**src/rtl/imem_pkg.sv**
```systemverilog
// Shared constants for the instruction-memory arbiter: FSM state encoding,
// requester IDs, default RAM depth, response bundle and an alignment helper.
package imem_pkg;

  localparam int DEFAULT_DEPTH = 1024;

  localparam logic [0:0] ST_BOOT = 1'b0;
  localparam logic [0:0] ST_RUN  = 1'b1;

  localparam logic REQ_FETCH = 1'b0;
  localparam logic REQ_LOAD  = 1'b1;

  typedef struct packed {
    logic pend;
    logic err;
    logic wr;
  } rsp_t;

  function automatic logic misaligned(input logic [1:0] lo);
    return lo != 2'b00;
  endfunction

endpackage

```
**src/rtl/imem_grant.sv**
```systemverilog
// Pure grant selection for the instruction-memory port.
// Ports: state, f_req, l_req, starve (or last with IMEM_ARB_RR_EN) -> f_gnt, l_gnt.
module imem_grant
  import imem_pkg::*;
(
  input  logic [0:0] state,
  input  logic       f_req,
  input  logic       l_req,
`ifdef IMEM_ARB_RR_EN
  input  logic       last,
`else
  input  logic       starve,
`endif
  output logic       f_gnt,
  output logic       l_gnt
);

  logic load_wins;

`ifdef IMEM_ARB_RR_EN
  assign load_wins = (last == REQ_FETCH);
`else
  assign load_wins = starve;
`endif

  always_comb begin
    f_gnt = 1'b0;
    l_gnt = 1'b0;
    unique case (1'b1)
      (state == ST_BOOT): begin
        l_gnt = l_req;
      end
      (state == ST_RUN && f_req && l_req): begin
        l_gnt = load_wins;
        f_gnt = !load_wins;
      end
      default: begin
        f_gnt = f_req;
        l_gnt = l_req;
      end
    endcase
  end

endmodule

```
**src/rtl/imem_arbiter.sv**
```systemverilog
// Single-port IMEM controller: arbitrates fetch vs loader, 1-cycle responses.
// Ports: clk, rst (async low), boot_release/boot_done, f_*, l_*, m_*. Macro: IMEM_ARB_RR_EN.
module imem_arbiter
  import imem_pkg::*;
#(
  parameter int ADDR_W     = 32,
  parameter int DATA_W     = 32,
  parameter int DEPTH      = DEFAULT_DEPTH,
  parameter int STARVE_MAX = 8
) (
  input  logic                     clk,
  input  logic                     rst,
  input  logic                     boot_release,
  output logic                     boot_done,
  input  logic                     f_req,
  input  logic [ADDR_W-1:0]        f_addr,
  output logic                     f_gnt,
  output logic                     f_rvalid,
  output logic [DATA_W-1:0]        f_rdata,
  output logic                     f_err,
  input  logic                     l_req,
  input  logic                     l_we,
  input  logic [ADDR_W-1:0]        l_addr,
  input  logic [DATA_W-1:0]        l_wdata,
  output logic                     l_gnt,
  output logic                     l_rvalid,
  output logic [DATA_W-1:0]        l_rdata,
  output logic                     l_err,
  output logic                     m_en,
  output logic                     m_we,
  output logic [$clog2(DEPTH)-1:0] m_addr,
  output logic [DATA_W-1:0]        m_wdata,
  input  logic [DATA_W-1:0]        m_rdata
);

  localparam int AW = $clog2(DEPTH);

  logic [0:0]    state;
  logic          f_rq;
  logic          l_rq;
  logic          f_mis;
  logic          l_mis;
  logic          f_acc;
  logic          l_acc;
  logic [AW-1:0] f_idx;
  logic [AW-1:0] l_idx;
  rsp_t          f_rsp;
  rsp_t          l_rsp;

  // Requests are masked while reset is held so every output sits at its
  // reset value even if a requester keeps driving.
  assign f_rq = f_req & rst;
  assign l_rq = l_req & rst;

  assign f_mis = misaligned(f_addr[1:0]);
  assign l_mis = misaligned(l_addr[1:0]);
  assign f_idx = f_addr[AW+1:2];
  assign l_idx = l_addr[AW+1:2];

`ifdef IMEM_ARB_RR_EN
  logic ptr;

  imem_grant u_grant (
    .state (state),
    .f_req (f_rq),
    .l_req (l_rq),
    .last  (ptr),
    .f_gnt (f_gnt),
    .l_gnt (l_gnt)
  );

  always_ff @(posedge clk or negedge rst) begin
    if (!rst) begin
      ptr <= REQ_FETCH;
    end else if (l_gnt) begin
      ptr <= REQ_LOAD;
    end else if (f_gnt) begin
      ptr <= REQ_FETCH;
    end
  end
`else
  localparam int CW = $clog2(STARVE_MAX + 1);
  localparam logic [CW-1:0] CMAX = CW'(STARVE_MAX);

  logic [CW-1:0] cnt;
  logic          starve;

  assign starve = (cnt == CMAX);

  imem_grant u_grant (
    .state  (state),
    .f_req  (f_rq),
    .l_req  (l_rq),
    .starve (starve),
    .f_gnt  (f_gnt),
    .l_gnt  (l_gnt)
  );

  always_ff @(posedge clk or negedge rst) begin
    if (!rst) begin
      cnt <= '0;
    end else if (l_gnt) begin
      cnt <= '0;
    end else if (l_rq && !starve) begin
      cnt <= cnt + 1'b1;
    end
  end
`endif

  // Misaligned requests are granted but never touch the RAM.
  assign f_acc   = f_gnt & !f_mis;
  assign l_acc   = l_gnt & !l_mis;
  assign m_en    = f_acc | l_acc;
  assign m_we    = l_acc & l_we;
  assign m_addr  = f_acc ? f_idx : (l_acc ? l_idx : '0);
  assign m_wdata = m_we ? l_wdata : '0;

  assign boot_done = (state == ST_RUN);

  always_ff @(posedge clk or negedge rst) begin
    if (!rst) begin
      state <= ST_BOOT;
    end else if (state == ST_BOOT && boot_release) begin
      state <= ST_RUN;
    end
  end

  always_ff @(posedge clk or negedge rst) begin
    if (!rst) begin
      f_rsp <= '0;
      l_rsp <= '0;
    end else begin
      f_rsp <= '{pend: f_gnt, err: f_mis, wr: 1'b0};
      l_rsp <= '{pend: l_gnt, err: l_mis, wr: l_we};
    end
  end

  assign f_rvalid = f_rsp.pend;
  assign f_err    = f_rsp.pend & f_rsp.err;
  assign f_rdata  = (f_rsp.pend && !f_rsp.err) ? m_rdata : '0;

  assign l_rvalid = l_rsp.pend;
  assign l_err    = l_rsp.pend & l_rsp.err;
  assign l_rdata  = (l_rsp.pend && !l_rsp.err && !l_rsp.wr)
                    ? m_rdata : '0;

  // Upper address bits are ignored: addresses wrap modulo DEPTH words.
  logic unused;
  assign unused = ^{f_addr[ADDR_W-1:AW+2],
                    l_addr[ADDR_W-1:AW+2],
                    f_rsp.wr};

endmodule

```
**config.mk**
```make
export PLATFORM = sky130hd
export DESIGN_NAME = imem_arbiter
export DESIGN_NICKNAME = d
export VERILOG_FILES = /design/src/rtl/imem_pkg.sv /design/src/rtl/imem_grant.sv /design/src/rtl/imem_arbiter.sv
export SDC_FILE = /design/constraint.sdc
export NUM_CORES = 1
export LEC_CHECK = 0
export BUFFER_PORTS_ARGS = -buffer_cell sky130_fd_sc_hd__clkbuf_2
export CORE_AREA = 2 2 95 97
export DETAILED_ROUTE_END_ITERATION = 10
export DIE_AREA = 0 0 97 99
export SLEW_MARGIN = 10
export SYNTH_ARGS = -nofsm -noshare
export SYNTH_HDL_FRONTEND = slang
export SYNTH_HIERARCHICAL = 1
export SYNTH_SLANG_ARGS = --single-unit
export TNS_END_PERCENT = 1
```
**constraint.sdc**
```tcl
create_clock -name clk -period 4.3 [get_ports clk]
set_input_delay 0.215 -clock clk [delete_from_list [all_inputs] [get_ports clk]]
set_output_delay 0.215 -clock clk [all_outputs]
set_load 0.05 [all_outputs]
```
After elaboration in Yosys (flattened, before gate mapping) --
Cells that the tools add are included.
Storage, ports and cells: output and inout bits 115, input bits 134, register bits 10
Operators by class: multiplexer cells 9, reductions and logical operators 16, eq/ne operators 1, add/sub/neg operators 1, bitwise gates (word level) 9
Operators by type and width (number):
- $mux 32 | 3
- $mux 10 | 2
- $mux 4 | 2
- $and 1x1->1 | 7
- $logic_and 1x1->1 | 7
- $logic_not 1->1 | 6
- $reduce_bool 2->1 | 3
- $add 4x1->4 const B | 1
- $eq 4x4->1 const B | 1
- $pmux 1 s2 | 1
- $mux 1 | 1
- $not 1->1 | 1
- $or 1x1->1 | 1

Depth between registers and ports, before layout --
word-level depth 7, gate-level depth with buffers 9, gate-level depth less buffers 7

Modules after synthesis --
The synthesis kept the hierarchy.
By module, submodules not included:
- imem_arbiter | cells an instance 163, area each 1241.2 sq um, times used 1, seq. area each 250.2 sq um
- imem_grant | cells an instance 3, area each 16.3 sq um, times used 1, seq. area each 0.0 sq um

Worst setup path before layout --
Ideal clock, no wire load.
kind register to output, start register cnt[0], end output m_addr[0], stages on the path, launching flop included 9, setup slack 1.154 ns, arrival time 2.931 ns, required time 4.085 ns, buffers on the path 2, cells stage by stage dfrtp_1 > inv_1 > ha_1 > and3b_1 > clkbuf_1 > a21oi_1 > nor3b_1 > buf_2 > a22o_1
On the way: word-level cells in the longest chain between the ends 5, elaborated cells on any way between the ends 8
Ends and longest elaborated chain:
- from (decl) | RTL line imem_arbiter.sv:85 | logic [CW-1:0] cnt;
- from (signal assigned) | RTL line imem_arbiter.sv:105 | cnt <= cnt + 1'b1;
- $eq 4x4->1 | RTL line imem_arbiter.sv:88 | assign starve = (cnt == CMAX);
- net starve | RTL line imem_arbiter.sv:86 | logic starve;
- $logic_not 1->1 | RTL line imem_grant.sv:35 | f_gnt = !load_wins;
- $pmux 1 s2 | RTL line imem_grant.sv:29 | unique case (1'b1)
- net f_gnt | RTL line imem_arbiter.sv:17 | output logic f_gnt,
- $and 1x1->1 | RTL line imem_arbiter.sv:111 | assign f_acc = f_gnt & !f_mis;
- $mux 10 | RTL line imem_arbiter.sv:115 | assign m_addr = f_acc ? f_idx : (l_acc ? l_idx : '0);
- to (decl) | RTL line imem_arbiter.sv:31 | output logic [$clog2(DEPTH)-1:0] m_addr,
The timed path passes the listed nets, and every way through them passes these cells.

Worst setup path in the final report --
start input rst, end output m_addr[1]
On the way: elaborated cells on any way between the ends 10
RTL lines:
- from (decl) | RTL line imem_arbiter.sv:12 | input logic rst,
- $and 1x1->1 * | RTL line imem_arbiter.sv:53 | assign l_rq = l_req & rst;
- net l_rq | RTL line imem_arbiter.sv:40 | logic l_rq;
- $logic_and 1x1->1 | RTL line imem_grant.sv:33 | (state == ST_RUN && f_req && l_req): begin
- $mux 1 | RTL line imem_grant.sv:29
- $and 1x1->1 | RTL line imem_arbiter.sv:112 | assign l_acc = l_gnt & !l_mis;
- $mux 10 | RTL line imem_arbiter.sv:115
- $mux 10 * | RTL line imem_arbiter.sv:115
Mark *: on every way through the listed nets, which the timed path passes. The rest lies on a longest branch.

==> impl_metrics.json <==
{
  "status": "completed",
  "cpPeakStageDelay_ps": 850,
  "cp_max_fo": 13,
  "row_count": 34,
  "ys_ff_latch": 10,
  "yosys.cell_types.count": 22,
  "final_common_cell": "clkbuf_2",
  "grt_antenna_before_repair": 0,
  "nets": 507,
  "hold_violations": 0,
  "gp_congestion": 0.7980,
  "rsz0062_at_grt": "false",
  "cts_resized": 0,
  "drc": 0,
  "viasPerCell": 3.939,
  "irDropWorstVdd_v": 0.0001132,
  "drv_slew": 0,
  "hpwl_um": 4728,
  "layout-drive-gt1-share": 0.5989,
  "yosysSeqAreaShare": 0.1990,
  "reg2reg_depth": 5,
  "cts_buffers": 3,
  "layout_common_cells": "clkbuf_2 (208), and2_1 (99), a22o_1 (10), dfrtp_1 (10)",
  "relSlewSlack": 0.3596,
  "skew_ps": 1.197,
  "leakagePower_nw": 1.511,
  "h-tree-depth": 1,
  "start_kind": "input pin",
  "worstPathRequired_ps": 4090,
  "crit_path_end": "m_addr[1]",
  "path_clk_slew_ps": 40,
  "end_kind": "output pin",
  "core_um2": 8551,
  "io_pins": 249,
  "setup-tns-final_ps": 0,
  "synth_area_um2": 1257,
  "io_buffer_count": 208,
  "synth_nets": 302,
  "critPathTopFamily": "simple AND/OR/NAND/NOR gates",
  "power_density_nw_per_um2": 147.0,
  "path_buf_inv": 4,
  "avgRoutedWirePerCell_um": 11.11,
  "clk_latency_ps": 230,
  "cts_max_path_buffers": 2,
  "crit_chain": "dlygate4sd3_1, clkbuf_2, nand2_1, inv_1, a21oi_1, nor3b_2, nor2_4, a22o_1, clkbuf_2",
  "overflow": 0,
  "first_iter_violations": 12,
  "min_period_ps": 3392,
  "grt_pass1_wl_um": 8487,
  "synthCells": 166,
  "post-route-period-util": 0.7889,
  "cp.depth": 9,
  "grt_pass1_vias": 1822,
  "root_buffer": "clkbuf_8",
  "n_fill_cell": 944,
  "postCtsSetupBuffers": 0,
  "setup_viol": 0,
  "hp-class": "input pin to register",
  "critPathKind": "input pin to output pin",
  "track_usage": 0.1051,
  "cap_viol_max_count": 0,
  "cp_common_cell": "clkbuf_2",
  "yosysWarnings": 6,
  "reg2reg_setup_slack_ps": 2830,
  "grt_start_max_net_pins": 34,
  "r2r_end": "cnt[1]",
  "drtAntennaViolNets": 0,
  "r2r_start": "cnt[0]",
  "wl_um": 5301,
  "areaGrowthSynthToFinish_pct": 94.43,
  "n_antenna_cell": 0,
  "avgSynthCellArea_um2": 7.575,
  "cp-startpoint": "rst",
  "die_width_um": 97,
  "critPathArrivalTime_ps": 3180,
  "fp.dieH_um": 99,
  "cts.sinks": 10,
  "floorplan.die_area_um2": 9603,
  "drtPass1Iterations": 4,
  "seq_area_um2": 250.2,
  "start_util": 0.1471,
  "multi_input_area_um2": 933.4,
  "power_mw": 0.3593,
  "fmax_mhz": 294.8,
  "tightest_slew_ps": 956.5,
  "cts_tree": "done",
  "num_vias": 1879,
  "cp_slowest_cell": "nor3b_2"
}
==> cell usage after synthesis <==
| cell | n | area, um^2 |
|---|---|---|
| and2_1 | 99 | 619.3 |
| a21oi_1 | 5 | 25.02 |
| nor2_8 | 1 | 20.02 |
| nor3b_1 | 2 | 15.01 |
| a22o_1 | 10 | 87.58 |
| or3b_4 | 1 | 11.26 |
| and3b_1 | 1 | 8.760 |
| nor2_4 | 1 | 11.26 |
| buf_2 | 1 | 5.000 |
| or2_2 | 3 | 18.77 |
| nor2b_1 | 1 | 6.260 |
| or3b_1 | 1 | 8.760 |
| dfrtp_1 | 10 | 250.2 |
| ha_1 | 2 | 25.02 |
| nand2_1 | 4 | 15.01 |
| nand3_1 | 2 | 10.01 |
| or3_1 | 3 | 18.77 |
| o21a_1 | 1 | 7.510 |
| buf_6 | 3 | 33.78 |
| inv_1 | 5 | 18.77 |
| clkbuf_1 | 7 | 26.28 |
| o21ai_0 | 3 | 15.01 |
==> through the flow <==
stage | cell area [um^2] | utilization | std cells | worst slack (ps) | hold WS, ps
2_1_floorplan | 1257 | - | 166 | 1154 | -80.59
3_3_place_gp | 2394 | 0.2799 | 473 | 1384 | 109.0
3_5_place_dp | 2394 | 0.2799 | 473 | 1322 | 110.6
4_1_cts | 2445 | 0.2859 | 477 | 872.8 | 124.6
5_1_grt | 2445 | 0.2859 | 477 | 627.6 | 122.1
6_report | 2445 | 0.2859 | 477 | 907.9 | 128.6
==> worst min path at each step <==
stage | cells after the start | slack [ps] | end | start
after global routing | 1 | 120 | l_rsp[0] | l_we
after global placement | 1 | 110 | l_rvalid | rst
after CTS | 1 | 120 | l_rsp[0] | l_we
after floorplan | 0 | -80 | boot_done | rst
final | 1 | 130 | l_rsp[0] | l_we
after detailed placement | 1 | 110 | l_rvalid | rst
==> power breakdown <==
part           internal (mW)  switching, mW  leakage [nW]  total (mW)
combinational         0.0583         0.0994          1.37       0.158
clock                 0.0610         0.0328        0.0216      0.0937
sequential             0.101        0.00647         0.121       0.108
==> repair_timing <==
item | 4_1_cts | 5_1_grt
hold buffers | 1 | 0
setup endpoints to repair | 0 | 0
endpoints found under the hold margin | 10 | 0
==> cells by family after synthesis <==
group | Yosys count | synth area share
AND/OR/NAND/NOR | 119 | 0.6070
AO/OA/AOI/OAI | 19 | 0.1075
buffers and inverters | 16 | 0.06667
flip-flops | 10 | 0.1990
adder cells (fa/ha/maj) | 2 | 0.01990
==> cell type report <==
cell class              instances  share of cell area
well taps                     108             0.05527
inverters                       5            0.007677
flip-flops and latches         10              0.1024
multi-input cells             140              0.3818
clock buffers                   3             0.01689
repair buffers                211              0.4360
==> metal layers <==
metal,part of all wire,routed length (um),GRT usage,vias up
met3,0.12,660,0.03475,2
met5,0,0,0,-
met4,0.0064,34,0.01950,0
met2,0.51,2688,0.1993,143
met1,0.36,1918,0.1148,802
li1,-,-,-,932
==> sequential cells by signal, indices dropped and copies added, names as in the netlist <==
name,flops
boot_done,1
cnt,4
f_rsp,1
f_rvalid,1
l_rsp,2
l_rvalid,1
No activity file was read; power rests on OpenSTA's default activity.
